--- config.mk ---
export PLATFORM = sky130hd
export DESIGN_NAME = if_id_stage_flat
export DESIGN_NICKNAME = d
export VERILOG_FILES = /design/src/rtl/if_id_stage_pkg.sv /design/src/rtl/if_id_stage_if.sv /design/src/rtl/if_id_stage_skid.sv /design/src/rtl/if_id_stage.sv /design/src/flat_wrapper.sv
export SDC_FILE = /design/constraint.sdc
export NUM_CORES = 1
export LEC_CHECK = 0
export ABC_AREA = 1
export BUFFER_PORTS_ARGS = -buffer_cell sky130_fd_sc_hd__buf_2
export CORE_MARGIN = 5
export CORE_UTILIZATION = 54
export CTS_CLUSTER_DIAMETER = 50
export CTS_CLUSTER_SIZE = 20
export DETAILED_ROUTE_END_ITERATION = 16
export PLACE_DENSITY = 0.87
export SLEW_MARGIN = 20
export SYNTH_ARGS = -nofsm -noshare
export SYNTH_HDL_FRONTEND = slang
export SYNTH_HIERARCHICAL = 1
export SYNTH_SLANG_ARGS = --single-unit
--- constraint.sdc ---
create_clock -name clk -period 1.9 [get_ports clk]
set_clock_uncertainty 0.2 [all_clocks]
set_input_delay 0.095 -clock clk [delete_from_list [all_inputs] [get_ports clk]]
set_output_delay 0.095 -clock clk [all_outputs]
set_load 0.01 [all_outputs]
--- src/rtl/if_id_stage_pkg.sv ---
// -----------------------------------------------------------------------------
// if_id_stage_pkg
// Shared definitions for the fetch-to-decode stage:
//   - datapath widths (instruction, PC, opcode, register, immediate, counter)
//   - instruction field bit positions
//   - decoded field struct and the decode helper
//   - state encoding of the two-entry skid buffer
// -----------------------------------------------------------------------------
package if_id_stage_pkg;

  localparam int INSTR_W = 32;
  localparam int PC_W    = 32;
  localparam int OP_W    = 5;
  localparam int REG_W   = 4;
  localparam int IMM_W   = 15;
  localparam int CNT_W   = 16;

  // Instruction field layout
  localparam int OPC_HI = 31;
  localparam int OPC_LO = 27;
  localparam int RD_HI  = 26;
  localparam int RD_LO  = 23;
  localparam int RS_HI  = 22;
  localparam int RS_LO  = 19;
  localparam int RT_HI  = 18;
  localparam int RT_LO  = 15;
  localparam int IMM_HI = 14;
  localparam int IMM_LO = 0;

  typedef struct packed {
    logic [OP_W-1:0]  opcode;
    logic [REG_W-1:0] rd;
    logic [REG_W-1:0] rs;
    logic [REG_W-1:0] rt;
    logic [IMM_W-1:0] imm;
  } fields_t;

  // Encoding is {main_valid, skid_valid}; 2'b01 is never produced.
  typedef enum logic [1:0] {
    EMPTY = 2'b00,
    ONE   = 2'b10,
    FULL  = 2'b11
  } sb_state_t;

  // Pure bit slicing; the immediate stays raw, extension happens downstream.
  function automatic fields_t decode_fields(input logic [INSTR_W-1:0] instr);
    fields_t f;
    f.opcode = instr[OPC_HI:OPC_LO];
    f.rd     = instr[RD_HI:RD_LO];
    f.rs     = instr[RS_HI:RS_LO];
    f.rt     = instr[RT_HI:RT_LO];
    f.imm    = instr[IMM_HI:IMM_LO];
    return f;
  endfunction

endpackage

--- src/rtl/if_id_stage_if.sv ---
// -----------------------------------------------------------------------------
// if_id_stage_if
// Bundles the upstream fetch handshake, the flush request and the decoded
// downstream handshake of the fetch-to-decode stage.
//   slave  : the stage itself (receives fetch beats, produces decoded beats)
//   master : the environment (fetch unit + decode consumer)
// Signals:
//   in_valid/in_ready/in_instr/in_pc   upstream beat
//   flush                              discard all buffered beats
//   out_valid/out_ready                downstream beat handshake
//   out_pc/out_opcode/out_rd/out_rs/out_rt/out_imm   decoded fields
//   out_stall_cnt                      saturating back-pressure cycle count
// -----------------------------------------------------------------------------
interface if_id_stage_if;
  import if_id_stage_pkg::*;

  logic               in_valid;
  logic               in_ready;
  logic [INSTR_W-1:0] in_instr;
  logic [PC_W-1:0]    in_pc;
  logic               flush;
  logic               out_valid;
  logic               out_ready;
  logic [PC_W-1:0]    out_pc;
  logic [OP_W-1:0]    out_opcode;
  logic [REG_W-1:0]   out_rd;
  logic [REG_W-1:0]   out_rs;
  logic [REG_W-1:0]   out_rt;
  logic [IMM_W-1:0]   out_imm;
  logic [CNT_W-1:0]   out_stall_cnt;

  modport slave (
    input  in_valid, in_instr, in_pc, flush, out_ready,
    output in_ready, out_valid, out_pc, out_opcode, out_rd, out_rs, out_rt,
           out_imm, out_stall_cnt
  );

  modport master (
    output in_valid, in_instr, in_pc, flush, out_ready,
    input  in_ready, out_valid, out_pc, out_opcode, out_rd, out_rs, out_rt,
           out_imm, out_stall_cnt
  );

endinterface

--- src/rtl/if_id_stage_skid.sv ---
// -----------------------------------------------------------------------------
// skid_buffer
// Generic two-entry valid/ready buffer: a main register that drives the
// output and a one-entry skid register that absorbs the beat arriving in the
// cycle the consumer stalls. in_ready is registered so the upstream ready
// path does not depend combinationally on out_ready.
// Ports:
//   clk, rst        clock, synchronous active-high reset
//   flush           drop both entries, return to EMPTY
//   in_valid/in_ready/in_data      upstream beat
//   out_valid/out_ready/out_data   downstream beat (out_data = main register)
// -----------------------------------------------------------------------------
module skid_buffer
  import if_id_stage_pkg::*;
#(
  parameter int DATA_W = 64
) (
  input  logic              clk,
  input  logic              rst,
  input  logic              flush,
  input  logic              in_valid,
  output logic              in_ready,
  input  logic [DATA_W-1:0] in_data,
  output logic              out_valid,
  input  logic              out_ready,
  output logic [DATA_W-1:0] out_data
);

  sb_state_t         state;
  logic [DATA_W-1:0] main_p0;
  logic [DATA_W-1:0] skid_p0;
  logic              accept;
  logic              drain;

  assign out_valid = state[1];
  assign out_data  = main_p0;
  assign accept    = in_valid && in_ready;
  assign drain     = out_valid && out_ready;

  // ---- buffer stage: state, registered in_ready, main/skid entries ----
  always_ff @(posedge clk) begin
    if (rst) begin
      state    <= EMPTY;
      in_ready <= 1'b1;
      main_p0  <= '0;
      skid_p0  <= '0;
    end else if (flush) begin
      // Any beat accepted this cycle is discarded; a concurrent drain has
      // already been seen downstream because out_valid was high.
      state    <= EMPTY;
      in_ready <= 1'b1;
    end else begin
      unique case (state)
        EMPTY: begin
          if (accept) begin
            main_p0 <= in_data;
            state   <= ONE;
          end
        end
        ONE: begin
          if (accept && drain) begin
            main_p0 <= in_data;
          end else if (accept) begin
            skid_p0  <= in_data;
            state    <= FULL;
            in_ready <= 1'b0;
          end else if (drain) begin
            state <= EMPTY;
          end
        end
        FULL: begin
          // in_ready is low here, so no accept can coincide with the drain.
          if (drain) begin
            main_p0  <= skid_p0;
            state    <= ONE;
            in_ready <= 1'b1;
          end
        end
        default: begin
          state    <= EMPTY;
          in_ready <= 1'b1;
        end
      endcase
    end
  end

endmodule

--- src/rtl/if_id_stage.sv ---
// -----------------------------------------------------------------------------
// if_id_stage
// Fetch-to-decode pipeline stage. Buffers {pc, instr} beats in a skid
// buffer, slices the presented instruction into opcode / rd / rs / rt / raw
// immediate, and counts cycles where a decoded beat is held back by the
// consumer (saturating, cleared only by reset).
// Ports:
//   clk   clock, all state on the rising edge
//   rst   synchronous active-high reset
//   bus   if_id_stage_if.slave: upstream beat, flush, decoded outputs and
//         stall counter
// -----------------------------------------------------------------------------
module if_id_stage
  import if_id_stage_pkg::*;
(
  input  logic           clk,
  input  logic           rst,
  if_id_stage_if.slave   bus
);

  localparam int BEAT_W = PC_W + INSTR_W;

  logic [BEAT_W-1:0]  in_beat;
  logic [BEAT_W-1:0]  beat_p0;
  logic               vld_p0;
  logic [INSTR_W-1:0] instr_p0;
  fields_t            fields_p0;
  logic [CNT_W-1:0]   stall_cnt;

  function automatic logic [CNT_W-1:0] sat_inc(input logic [CNT_W-1:0] v);
    return (&v) ? v : v + 1'b1;
  endfunction

  assign in_beat = {bus.in_pc, bus.in_instr};

  skid_buffer #(
    .DATA_W (BEAT_W)
  ) u_skid (
    .clk       (clk),
    .rst       (rst),
    .flush     (bus.flush),
    .in_valid  (bus.in_valid),
    .in_ready  (bus.in_ready),
    .in_data   (in_beat),
    .out_valid (vld_p0),
    .out_ready (bus.out_ready),
    .out_data  (beat_p0)
  );

  // ---- decode stage: combinational field slicing of the main entry ----
  // Fields come straight from the main register, so they hold their value
  // while stalled and after the beat drains.
  assign instr_p0  = beat_p0[INSTR_W-1:0];
  assign fields_p0 = decode_fields(instr_p0);

  assign bus.out_valid  = vld_p0;
  assign bus.out_pc     = beat_p0[BEAT_W-1:INSTR_W];
  assign bus.out_opcode = fields_p0.opcode;
  assign bus.out_rd     = fields_p0.rd;
  assign bus.out_rs     = fields_p0.rs;
  assign bus.out_rt     = fields_p0.rt;
  assign bus.out_imm    = fields_p0.imm;

  // ---- stall counter: back-pressured valid cycles, survives flush ----
  always_ff @(posedge clk) begin
    if (rst) begin
      stall_cnt <= '0;
    end else if (vld_p0 && !bus.out_ready) begin
      stall_cnt <= sat_inc(stall_cnt);
    end
  end

  assign bus.out_stall_cnt = stall_cnt;

endmodule

--- src/flat_wrapper.sv ---
// flat-port wrapper written by rule: the top's interface ports become plain ports
module if_id_stage_flat import if_id_stage_pkg::*;
  (clk, rst, bus_in_valid, bus_in_instr, bus_in_pc, bus_flush, bus_out_ready, bus_in_ready, bus_out_valid, bus_out_pc, bus_out_opcode, bus_out_rd, bus_out_rs, bus_out_rt, bus_out_imm, bus_out_stall_cnt);
  if_id_stage_if bus_i ();
  input  logic clk;
  input  logic rst;
  input wire logic [$bits(bus_i.in_valid)-1:0] bus_in_valid;
  input wire logic [$bits(bus_i.in_instr)-1:0] bus_in_instr;
  input wire logic [$bits(bus_i.in_pc)-1:0] bus_in_pc;
  input wire logic [$bits(bus_i.flush)-1:0] bus_flush;
  input wire logic [$bits(bus_i.out_ready)-1:0] bus_out_ready;
  output wire logic [$bits(bus_i.in_ready)-1:0] bus_in_ready;
  output wire logic [$bits(bus_i.out_valid)-1:0] bus_out_valid;
  output wire logic [$bits(bus_i.out_pc)-1:0] bus_out_pc;
  output wire logic [$bits(bus_i.out_opcode)-1:0] bus_out_opcode;
  output wire logic [$bits(bus_i.out_rd)-1:0] bus_out_rd;
  output wire logic [$bits(bus_i.out_rs)-1:0] bus_out_rs;
  output wire logic [$bits(bus_i.out_rt)-1:0] bus_out_rt;
  output wire logic [$bits(bus_i.out_imm)-1:0] bus_out_imm;
  output wire logic [$bits(bus_i.out_stall_cnt)-1:0] bus_out_stall_cnt;
  assign bus_i.in_valid = bus_in_valid;
  assign bus_i.in_instr = bus_in_instr;
  assign bus_i.in_pc = bus_in_pc;
  assign bus_i.flush = bus_flush;
  assign bus_i.out_ready = bus_out_ready;
  assign bus_in_ready = bus_i.in_ready;
  assign bus_out_valid = bus_i.out_valid;
  assign bus_out_pc = bus_i.out_pc;
  assign bus_out_opcode = bus_i.out_opcode;
  assign bus_out_rd = bus_i.out_rd;
  assign bus_out_rs = bus_i.out_rs;
  assign bus_out_rt = bus_i.out_rt;
  assign bus_out_imm = bus_i.out_imm;
  assign bus_out_stall_cnt = bus_i.out_stall_cnt;
  if_id_stage u_core (.clk(clk), .rst(rst), .bus(bus_i));
endmodule
==> out/metrics.cfg, run 1 <==
[layout]
antenna_cells = 0
final_core_utilization_pct = 74.51
nets = 1177
final_layout_size_suffix_gt1_share_pct = 22.67
layoutNonFillerInstCount = 1263
syn2layout_area_growth_pct = 35.88
fin_area_um2 = 8912
fill_cells = 788

[synthesis]
synth_enable_flop_cells = 0
synth_compound_area_share_pct = 5.876
synth_simple_gate_area_share_pct = 31.92
async_flop_share_pct = 0
ys_ff_latch = 147
synth_top_family_by_area = simple AND/OR/NAND/NOR gates
synthCells = 889
synthesis.area_um2 = 6559
synth_ff_type = dfxtp_1
synth_top_cells_by_area = dfxtp_1 45%, nor2_1 17%, nand2_1 10%, mux2i_1 9.8%, o21ai_1 4.3%
synthAdderAreaFrac_pct = 0.9538
yosysTopAreaCell = dfxtp_1
synth_fp_nets = 963
synth_top_area_share_pct = 44.87
syn_area_per_cell_um2 = 7.378
synthXorXnorAreaFrac_pct = 0
ys_warn_count = 6
yosysMostFrequentCell = nor2_1
synthTopCellsByCount = 291 x nor2_1, 181 x nand2_1, 147 x dfxtp_1
synthMuxAreaShare_pct = 9.767
netlist-cell-type-count = 24
ys_seq_area_share_pct = 44.87

[sta]
min_period_over_period_pct = 96.58
fmax_mhz = 544.9
finalMaxSlewViolations = 0
hold_violations = 2
worst_slew_pin_slew_ps = 528.6
slew_headroom_pct = 64.72
fin_crit_ps = 1835
whs_ps = -14.69
tns_ps = 0
final-setup-viol-count = 0

[floorplanning]
initial_core_util_pct = 54.83
ios = 151
fp.dieH_um = 120.2
die-area_um2 = 14450
coreArea_um2 = 11960
rows = 40
die_width_um = 120.2

[worst_setup_path]
r2r_cells = 10
start_kind = flip-flop
path_class = reg -> reg
required_ps = 2020
r2r_start = u_core/u_skid/state[1]
startpoint = u_core/u_skid/state[1]
ff2ff_setup_slack_ps = 60
r2r_end = u_core/u_skid/out_data[3]
arrival_ps = 1950
cp_max_fo = 23
end_kind = flip-flop

[pwr]
ir_drop_uv = 672.1
powerDensity_nw_per_um2 = 922.5
power.total_w = 0.008222
p_leak_nw = 3.860

[grt]
grt_overflow_total = 0
grt_util_all_layers_pct = 24.24
grt_pass1_wl_um = 28420
grt_pass1_vias = 6168
grt_max_degree = 72
antenna_found_initial = 0

[placement]
place_congestion = 0.8442
dp_cells = 1158
hpwl_um = 10110
post_dp_cell_area_um2 = 7496
port_buffers = 150

[clock_network]
cts.clk_slew.worst_paths_ps = 60
cts.sinks = 147
cts_tree = done
root_buffer = clkbuf_16
clk_latency_ps = 430
numCtsBuffers = 17
clock_path_buffers = 2
cts_htree_levels = 4

[route]
detail_route.wl_per_cell_um = 14.45
vias_per_cell = 5.108
wl_um = 18250
route.detailed.drc = 0
drtIter0Drc = 450
detail-route-antenna-nets = 0
firstDrtPassIters = 7
via_count = 6451

[worst_hold_path]
whs_path_depth = 7
min_to = u_core/u_skid/state[0]
hp-class = in -> reg
hp-start = bus_in_valid

[run_status]
outcome = complete, but fails checks
violations = hold timing

[run]
cap_violations = 0

-- worst max-delay path by stage --
stage / end / slack [ps] / cells after the start
after global placement: u_core/u_skid/out_data[26] / 90 / 10
after global routing: u_core/u_skid/out_data[63] / -5 / 10
after CTS: u_core/u_skid/out_data[26] / 40 / 10
final: u_core/u_skid/out_data[3] / 60 / 10
after floorplan: u_core/u_skid/out_data[39] / 80 / 10
after detailed placement: u_core/u_skid/out_data[26] / 50 / 10
-- report_power, final --
group | switching, W | internal, W | leakage, nW
Clock | 0.00131 | 0.00207 | 0.296
Sequential | 0.000122 | 0.00330 | 1.20
Combinational | 0.000757 | 0.000659 | 2.36
-- timing repair --
item                                    4_1_cts  5_1_grt
setup buffers                                 0        2
hold endpoints to repair                    131        0
endpoints found under the setup margin        0      113
gates resized for setup                       0        9
hold buffers                                 67        0
-- stage by stage --
stage | hold WS (ps) | setup slack [ps]
after detailed placement | 153.9 | 52.44
final | -14.69 | 64.89
after global routing | 36.66 | -5.090
after CTS | 6.711 | 44.33
after floorplan | 26.31 | 78.04
after global placement | 145.5 | 85.47
-- worst max-delay path: stages, from the launching register on --
cell     delay, ps
dfxtp_2        330
buf_4          160
ha_4           180
nand2_2         90
nand2_2         90
nor2_4         140
buf_12         160
buf_12         160
nand2_1         60
nand2_1         80
nor2_1          50
-- sequential cells by signal, summed over array words and instances (netlist names) --
signal	count
u_core/u_skid/in_ready	1
u_core/u_skid/skid_p0	64
u_core/u_skid/state	2
u_core/bus.out_stall_cnt	16
u_core/u_skid/out_data	64
-- routing by layer --
metal	vias up	GRT usage, %	wire length (um)
li1	3235	-	-
met1	2919	27.72	7287
met2	249	42.47	9271
met3	48	6.688	1169
met4	0	10.41	521
met5	-	0	0
-- final cells by class --
class | count | area, um^2 | share of cell area, %
sequential | 147 | 2945 | 33.05
clock buffer | 21 | 480.5 | 5.391
multi-input combinational | 671 | 3214 | 36.07
clock inverter | 11 | 125.1 | 1.404
tap | 147 | 183.9 | 2.064
timing repair buffer | 246 | 1884 | 21.14
inverter | 20 | 78.83 | 0.8845
-- cell families (layout without fill, tap and decap cells) --
group	after synthesis	count (layout)
AOI/OAI and AO/OA	77	77
adders and majority gates	5	5
buffers and inverters	71	298
DFF	147	147
muxes	64	64
and+or+nand+nor	525	525
-- cells in the final DEF, fill, tap and decap left out, types with 2 or more instances in the layout --
cell type,n
clkbuf_16,21
inv_6,2
clkinv_4,2
dfxtp_1,145
nand3_1,17
dfxtp_2,2
nor2_4,2
a21oi_1,11
nor2_2,24
o21ai_1,57
o21ai_0,9
ha_1,2
dlygate4sd3_1,67
ha_2,2
buf_2,150
buf_4,11
nand2_1,180
nand2_2,5
nand3_2,3
nor2_1,290
clkbuf_8,4
buf_12,14
clkinvlp_4,2
inv_1,16
clkinv_2,4
nand4_1,3
mux2i_1,64
bufinv_16,2
Note: power is estimated with default switching activity, not from simulation.
==> inputs of run 2 (changes only) <==
Settings changed: CORE_ASPECT_RATIO from default to 0.9.
==> run 2 against run 1 <==
The flow now finishes without violations. Clock power increased by 3%. Critical path depth did not move. Combinational power about the same. First-iteration DRC count up 75%. Largest cell class unchanged. Critical path type unchanged. Count of clock-buffer cells in the layout decreased by 2.
==> out/metrics.cfg, run 2 (synthesis gave the netlist of run 1 again) <==
[sta]
final-setup-viol-count = 0  ; unchanged
worst_slew_pin_slew_ps = 585.0  ; +56.35 ps
fmax_mhz = 530.9  ; -2.6%
fin_crit_ps = 1883  ; +48.33 ps
slew_headroom_pct = 61.00  ; -3.7 points
hold_violations = 0  ; -2
min_period_over_period_pct = 99.13  ; +2.5 points
fin_ws_ps = 16.56  ; -48.33 ps
finalMaxSlewViolations = 0  ; unchanged

[pwr]
power_frac_clock_pct = 41.6  ; +0.5 points
p_switching_w = 0.002323  ; +6.2%
powerDensity_nw_per_um2 = 930.4  ; +0.85%
sequentialPowerShare_pct = 41.0  ; -0.6 points
p_int_w = 0.006047  ; +0.20%
ir_drop_uv = 653.7  ; -2.7%
p_leak_nw = 3.878  ; +0.47%
sw_frac_of_total_pct = 27.76  ; +1.2 points
comb_power_share_pct = 17.4  ; +0.2 points
power.total_w = 0.008370  ; +1.8%

[clock_network]
clock_path_buffers = 2  ; unchanged
cts_htree_levels = 4  ; unchanged
root_buffer = clkbuf_16
cts_tree = done
cts.clk_slew.worst_paths_ps = 60  ; about the same
numCtsBuffers = 17  ; unchanged
cts.sinks = 147  ; unchanged
clk_latency_ps = 410  ; -20 ps

[grt]
grt_pass1_vias = 6163  ; -0.081%
grt_max_degree = 129  ; +79%
antenna_found_initial = 0  ; unchanged
grt_util_all_layers_pct = 24.49  ; +0.25 points
grt_overflow_total = 0  ; unchanged
grt_pass1_wl_um = 29310  ; +3.1%

[worst_setup_path]
arrival_ps = 1990  ; +40 ps
r2r_start = u_core/u_skid/state[0]
end_kind = flip-flop
ff2ff_setup_slack_ps = 20  ; -50 ps
start_kind = flip-flop
r2r_cells = 10  ; unchanged
required_ps = 2010  ; about the same
r2r_end = u_core/u_skid/out_data[5]
cp_max_fo = 7  ; -70%
path_class = reg -> reg

[layout]
fill_cells = 839  ; +6.5%
nets = 1178  ; +0.085%
antenna_cells = 0  ; unchanged
layoutNonFillerInstCount = 1277  ; +1.1%
syn2layout_area_growth_pct = 37.16
final_layout_size_suffix_gt1_share_pct = 22.83  ; +0.16 points
final_cell_mix = 290 x nor2_1, 179 x nand2_1, 150 x buf_2
layout_commonest_cell = nor2_1

[placement]
place_congestion = 0.8122  ; -3.8%
dp_cells = 1166  ; +0.69%
post-place-ws_ps = -53.22  ; -105.7 ps
port_buffers = 150  ; unchanged
hpwl_um = 10190  ; +0.86%

[route]
vias_per_cell = 5.156  ; +0.94%
route.detailed.drc = 0  ; unchanged
drtIter0Drc = 787  ; +75%
firstDrtPassIters = 6  ; -1
detail_route.wl_per_cell_um = 15.46  ; +7.0%
detail-route-antenna-nets = 0  ; unchanged
wl_um = 19750  ; +8.2%
via_count = 6584  ; +2.1%

[floorplanning]
die_width_um = 126.2  ; +5.0%
ios = 151  ; unchanged
fp.dieH_um = 114.6  ; -4.7%
die-area_um2 = 14450  ; about the same
initial_core_util_pct = 54.74  ; -0.092 points
coreArea_um2 = 11980  ; +0.17%
rows = 38  ; -5.0%

[worst_hold_path]
hp-start = bus_in_valid
min_to = u_core/u_skid/state[1]
hp-class = in -> reg
whs_path_depth = 7  ; unchanged

[run]
cap_violations = 0  ; unchanged

[run_status]
outcome = finished, final reports clean

[run 2: critical path, stage by stage, from the launching register on]
cell	delay, ps
dfxtp_4	360
buf_4	140
ha_4	170
nand2_4	80
nand2_4	60
nor2_4	220
buf_6	180
clkbuf_16	160
nand2_1	60
nand2_1	70
nor2_1	50
[run 2: worst max path at each step]
| stage | cells past startpoint | end | slack (ps) | from |
|---|---|---|---|---|
| floorplan | 10 | u_core/u_skid/out_data[39] | 80 | u_core/u_skid/state[1] |
| global placement | 9 | u_core/u_skid/out_data[43] | 70 | u_core/u_skid/state[0] |
| detailed placement | 9 | u_core/u_skid/out_data[21] | -50 | u_core/u_skid/state[0] |
| CTS | 9 | u_core/u_skid/out_data[48] | 0.7 | u_core/u_skid/state[1] |
| global route | 8 | u_core/u_skid/skid_p0[2] | -100 | u_core/u_skid/state[1] |
| finish | 10 | u_core/u_skid/out_data[5] | 20 | u_core/u_skid/state[0] |
[run 2: metal layers]
| metal | routed length [um] | global-route usage (%) | share of wire (%) | vias up |
|---|---|---|---|---|
| li1 | - | - | - | 3239 |
| met3 | 1347 | 4.991 | 6.8 | 57 |
| met1 | 8099 | 29.96 | 41 | 2972 |
| met5 | 0 | 0 | 0 | - |
| met2 | 9745 | 42.47 | 49 | 316 |
| met4 | 552 | 9.721 | 2.8 | 0 |
[run 2: metrics by stage]
step	area, um^2	TNS [ps]	hold slack (ps)	util [%]
global route	8996	-462.4	73.99	75.08
floorplan	6559	0	26.31	-
global placement	7425	0	147.4	61.97
finish	8996	0	56.02	75.08
CTS	8736	0	14.72	72.91
detailed placement	7425	-287.3	152.7	61.97
[run 2: power by group through the flow]
stage          Combinational, W  Clock (W)  Sequential, W
2_1_floorplan          0.000706          0        0.00355
3_3_place_gp            0.00110          0        0.00348
3_5_place_dp            0.00113          0        0.00349
4_1_cts                 0.00127    0.00351        0.00342
5_1_grt                 0.00159    0.00367        0.00345
6_report                0.00145    0.00348        0.00343
[run 2: cell type report]
cell class | count | area, um^2 | area share [%]
Clock buffer | 19 | 432.9 | 4.812
Clock inverter | 13 | 171.4 | 1.905
Inverter | 20 | 78.83 | 0.8762
Multi-Input combinational cell | 671 | 3249 | 36.12
Sequential cell | 147 | 2950 | 32.80
Tap cell | 160 | 200.2 | 2.225
Timing Repair Buffer | 247 | 1913 | 21.27
[run 2: repair_timing]
action                                  CTS  global route
setup buffers                             1             3
endpoints found under the setup margin   34           128
hold endpoints to repair                131             0
gates cloned                              1             7
hold buffers                             67             0
pin swaps                                 1             6
resized for setup                         2            25
